File: config.mk
export PLATFORM = sky130hd
export DESIGN_NAME = bcd_countdown
export DESIGN_NICKNAME = d
export VERILOG_FILES = /design/src/rtl/bcd_countdown_pkg.sv /design/src/rtl/bcd_countdown_digit.sv /design/src/rtl/bcd_countdown.sv
export SDC_FILE = /design/constraint.sdc
export NUM_CORES = 1
export LEC_CHECK = 0
export CAP_MARGIN = 40
export CELL_PAD_IN_SITES_DETAIL_PLACEMENT = 0
export CELL_PAD_IN_SITES_GLOBAL_PLACEMENT = 1
export CORE_ASPECT_RATIO = 1.1
export CORE_MARGIN = 10
export CORE_UTILIZATION = 30
export CTS_CLUSTER_DIAMETER = 150
export DETAILED_ROUTE_END_ITERATION = 8
export PLACE_DENSITY_LB_ADDON = 0.1
export SYNTH_ARGS = -nofsm -noshare
export SYNTH_HDL_FRONTEND = slang
export SYNTH_SLANG_ARGS = --single-unit
File: constraint.sdc
create_clock -name Clk -period 1.8 [get_ports Clk]
set_input_delay 0.36 -clock Clk [delete_from_list [all_inputs] [get_ports Clk]]
set_output_delay 0.36 -clock Clk [all_outputs]
set_load 0.05 [all_outputs]
File: src/rtl/bcd_countdown_pkg.sv
// Shared types for the BCD countdown timer.
// State encodings, digit limit and preset saturation helper.
package bcd_countdown_pkg;

  typedef enum logic [1:0] {
    ST_IDLE    = 2'd0,
    ST_RUN     = 2'd1,
    ST_HOLD    = 2'd2,
    ST_EXPIRED = 2'd3
  } state_t;

  localparam logic [3:0] BCD_MAX = 4'd9;

  function automatic logic [3:0] bcd_sat(
    input logic [3:0] d
  );
    return (d > BCD_MAX) ? BCD_MAX : d;
  endfunction

endpackage

File: src/rtl/bcd_countdown_digit.sv
// One BCD digit of the down-counter.
// Borrow ripples out combinationally when the digit sits at zero.
module bcd_countdown_digit
  import bcd_countdown_pkg::*;
(
  input  logic       Clk,
  input  logic       Rn,
  input  logic       Ld,
  input  logic [3:0] Din,
  input  logic       En,
  input  logic       Bin,
  output logic [3:0] Q,
  output logic       Bout
);

  assign Bout = Bin & (Q == 4'd0);

  // digit register: load saturates, borrow-in decrements with 0->9 wrap
  always_ff @(posedge Clk or negedge Rn) begin
    if (!Rn) begin
      Q <= 4'd0;
    end else if (Ld) begin
      Q <= bcd_sat(Din);
    end else if (En && Bin) begin
      Q <= (Q == 4'd0) ? BCD_MAX : Q - 4'd1;
    end
  end

endmodule

File: src/rtl/bcd_countdown.sv
// Multi-digit BCD countdown timer.
// Prescaled decrement, run/hold/expire control, one-cycle Done.
module bcd_countdown
  import bcd_countdown_pkg::*;
#(
  parameter int DIGITS   = 4,
  parameter int TICK_DIV = 1
) (
  input  logic                Clk,
  input  logic                Rn,
  input  logic                Load,
  input  logic [4*DIGITS-1:0] D,
  input  logic                Start,
  input  logic                Pause,
  output logic [4*DIGITS-1:0] Q,
  output logic                Running,
  output logic                Done
);

  localparam int PW =
    (TICK_DIV > 1) ? $clog2(TICK_DIV) : 1;
  localparam logic [PW-1:0] PMAX =
    PW'(TICK_DIV - 1);
  localparam logic [4*DIGITS-1:0] ONE =
    {{(4*DIGITS-1){1'b0}}, 1'b1};

  state_t        state;
  state_t        state_nxt;
  logic [PW-1:0] presc;
  logic [PW-1:0] presc_nxt;
  logic          done_nxt;
  logic          dec;
  logic          q_zero;
  logic          q_one;
  logic [DIGITS:0] borrow;
  logic          borrow_unused;

  assign borrow[0]     = dec;
  assign borrow_unused = borrow[DIGITS];
  assign q_zero        = (Q == '0);
  assign q_one         = (Q == ONE);
  assign Running       = (state == ST_RUN);

  for (genvar i = 0; i < DIGITS; i++) begin : g_dig
    bcd_countdown_digit u_digit (
      .Clk  (Clk),
      .Rn   (Rn),
      .Ld   (Load),
      .Din  (D[4*i +: 4]),
      .En   (dec),
      .Bin  (borrow[i]),
      .Q    (Q[4*i +: 4]),
      .Bout (borrow[i+1])
    );
  end

  // next state, prescaler, decrement strobe and expiry pulse
  always_comb begin
    state_nxt = state;
    presc_nxt = presc;
    done_nxt  = 1'b0;
    dec       = 1'b0;
    if (Load) begin
      state_nxt = ST_IDLE;
      presc_nxt = '0;
    end else begin
      unique case (state)
        ST_IDLE: begin
          if (Start && !Pause) begin
            if (q_zero) begin
              state_nxt = ST_EXPIRED;
              done_nxt  = 1'b1;
            end else begin
              state_nxt = ST_RUN;
            end
          end
        end
        ST_RUN: begin
          if (Pause) begin
            state_nxt = ST_HOLD;
          end else if (presc == PMAX) begin
            presc_nxt = '0;
            dec       = 1'b1;
            if (q_one) begin
              state_nxt = ST_EXPIRED;
              done_nxt  = 1'b1;
            end
          end else begin
            presc_nxt = presc + PW'(1);
          end
        end
        ST_HOLD: begin
          if (Start && !Pause) begin
            state_nxt = ST_RUN;
          end
        end
        ST_EXPIRED: begin
          state_nxt = ST_EXPIRED;
        end
      endcase
    end
  end

  // control registers
  always_ff @(posedge Clk or negedge Rn) begin
    if (!Rn) begin
      state <= ST_IDLE;
      presc <= '0;
      Done  <= 1'b0;
    end else begin
      state <= state_nxt;
      presc <= presc_nxt;
      Done  <= done_nxt;
    end
  end

endmodule

==> results by group <==
Pwr
  – VDD IR-drop max: 0.291 mV
  – Total power: 1.31 mW
  – Clock power share: 23.3%
  – PwrDens: 692 nW/um^2
  – Switching share of total power: 37.0%
  – Pint: 0.826 mW
  – Flop pwr share: 39.2%
  – Comb pwr share: 37.5%
  – Leak: 0.794 nW
  – Switch Pwr: 0.485 mW

Global route
  – Wire length of the first global-routing pass: 6.33 mm
  – Antenna violations before repair: 0
  – Vias in the first global route: 1333
  – Largest net degree at the start of global routing: 20
  – Total GRT Usage: 11.2%
  – Grt ovf: 0

STA
  – Worst Tran Pin Value: 0.380 ns
  – Skew final: 0.00216 ns
  – Fin. Hold Viols: 0
  – Pins Over Slew Limit: 0
  – Fin Hold WS: 0.435 ns
  – Final Critical Period: 1.83 ns
  – Max Freq: 545 MHz
  – Final setup viols: 3
  – Period utilisation layout: 102%
  – Rel. slew slack: 74.6%
  – Post-route setup slack: -0.0346 ns
  – RSZ-0062 raised after global routing: true

Worst setup path
  – CP cell instances: or4b_4 -> or4b_1 -> a21oi_1 -> a31o_1
  – Slowest stage delay, CP: 0.61 ns
  – CP arrival: 2.04 ns
  – Crit path launch: state[1]$_DFFE_PN0P_
  – Buf/Inv on CP: 0
  – FF-to-FF path depth: 4
  – Worst-path fanout max: 5
  – CP Class: flop to flop
  – Critical Path Source Type: flop
  – Critical path's slowest cell: or4b_4
  – Required time worst endpoint: 2.00 ns
  – Reg2reg setup slack: -0.03 ns
  – CP Capture Type: flop
  – Reg2reg end: g_dig[0].u_digit.Q[2]$_DFFE_PN0P_
  – FF-to-FF Start: state[1]$_DFFE_PN0P_
  – Crit path max-delay family: simple AND/OR/NAND/NOR gates

Route
  – Top layer in use: met4
  – Number of iterations in the first detailed-routing pass: 4
  – DR vias: 1262
  – Met2 wire length: 1.97 mm
  – Drt total wl: 3.77 mm
  – Vias/cell: 5.05
  – Routed len/inst: 15.1 um
  – Metal-1 WL: 1.58 mm
  – Drt drc: 0
  – Initial DRC Count: 46
  – Routed Antenna Nets: 0
  – Met3 WL: 192 um

Yosys
  – Synth cell types: 42
  – Cell Area, Synth: 1210 um^2
  – Top-area cell type share of the netlist area: 39.2%
  – Synth Instances: 138
  – Synthesized flop and latch total: 19
  – Synth Area per Inst: 8.79 um^2
  – Asr flop ratio synth: 100%
  – Synth Flop Type: dfrtp_1
  – Synth area leader: dfrtp_1
  – Ys Warns: 0
  – Seq/Total Area, Yosys: 39.2%
  – Top cells by area, synth: dfrtp_1 39%, o21ai_0 4.5%, nor2_1 4.3%
  – Number of synthesized flops with an enable pin: 0
  – Syn_nets: 159

Placed design
  – Post-DP Area: 1790 um^2
  – Pre-CTS setup slack: -0.447 ns
  – Port bufs: 38
  – DP HPWL: 2.92 mm
  – Gpl congestion: 0.840

Finish
  – Area of the multi-input gates: 734 um^2
  – Nets: 220
  – Antenna diode count: 0
  – Area delta synth->final: 56.1%
  – Layout cells sized above 1: 35.9%
  – Most common cell after layout, fill and taps aside: buf_4
  – Commonest non-fill, non-tap cells in the layout: 40 x buf_4, 19 x clkdlybuf4s50_1, 14 x nor2_1
  – Fillers: 413
  – Final Cell Area: 1890 um^2
  – Util after Layout: 48.2%
  – Reg area: 483 um^2

Outcome
  – Failing checks: negative setup slack
  – Status: finished with violations

Clock tree
  – CTS tree: done
  – Clock Pin Slew Worst Setup and Hold Paths: 0.07 ns
  – Root buf cell: clkbuf_8
  – # clock sinks: 19
  – CTS Hold Bufs: 0
  – Worst-Skew Late Latency: 0.26 ns
  – TritonCTS Buffers: 3
  – Bufs on Longest Clock Path: 2
  – Htree depth: 1

Floorplanning
  – Core Area: 3930 um^2
  – Row count: 24
  – Die width: 80.6 um
  – DIE AREA: 6990 um^2
  – Initial Util: 30.9%
  – Floorplan die height: 86.7 um
  – # IOs: 39

Flow run
  – Max_cap viols: 0

Min path
  – Worst hold path class: input port to async pin
-- cell type report --
class	count	area share [%]
sequential	19	25.5
timing repair buffer	62	28.5
clock inverter	1	0.264
tap	52	3.43
clock buffer	3	2.18
multi-input combinational	106	38.8
inverter	7	1.39
-- metrics by stage --
stage	std cells	setup TNS [ns]
5_1_grt	250	-0.614
2_1_floorplan	138	-0.904
4_1_cts	250	-0.0857
3_3_place_gp	243	-5.25
3_5_place_dp	243	-5.41
6_report	250	-0.0488
-- logic make-up after synthesis --
logic type      synth area share, %
simple gates                   32.8
compound gates                 19.6
flops                          39.2
buf+inv                        5.26
mux                            2.47
xor+xnor                      0.722
-- timing repair --
action                     4_1_cts  5_1_grt
gates cloned                     1        0
pin swaps                        7        1
setup buffers                    3        0
resized for setup                5        6
setup endpoints to repair       14       16
-- power by group through the flow --
stage | Clock [mW] | Combinational [mW] | Sequential (mW)
2_1_floorplan | 0 | 0.148 | 0.647
3_3_place_gp | 0 | 0.484 | 0.520
3_5_place_dp | 0 | 0.487 | 0.520
4_1_cts | 0.315 | 0.496 | 0.512
5_1_grt | 0.330 | 0.533 | 0.520
6_report | 0.305 | 0.492 | 0.514
-- synth_stat cells, types with 3 or more instances --
cell type	number
nand3b_1	4
dfrtp_1	19
nand2_1	6
a21oi_1	10
inv_1	7
nor2_1	14
nor4_1	3
or2_2	4
nor3_1	9
nor2b_1	3
mux2i_1	3
clkbuf_1	5
o21ai_0	11
nor3b_1	4
-- flip-flops by register name (all words and copies together) (netlist names) --
name             cells
g_dig.u_digit.Q     16
state                2
Done                 1
-- routing by layer --
metal  vias to the layer above  global-route usage (%)
li1                        639                       -
met1                       593                    12.5
met2                        26                    19.6
met3                         4                    3.11
met4                         0                    3.53
met5                         -                       0
-- worst max path at each step --
stage                                                    to  slack (ns)  cells after the start
final                     g_dig[0].u_digit.Q[2]$_DFFE_PN0P_       -0.03                      4
after global routing      g_dig[0].u_digit.Q[2]$_DFFE_PN0P_       -0.09                      4
after floorplan           g_dig[0].u_digit.Q[2]$_DFFE_PN0P_       -0.19                      5
after detailed placement  g_dig[0].u_digit.Q[2]$_DFFE_PN0P_       -0.45                      5
after CTS                 g_dig[0].u_digit.Q[2]$_DFFE_PN0P_       -0.04                      4
after global placement    g_dig[0].u_digit.Q[2]$_DFFE_PN0P_       -0.43                      5
No activity file was read; power rests on OpenSTA's default activity.
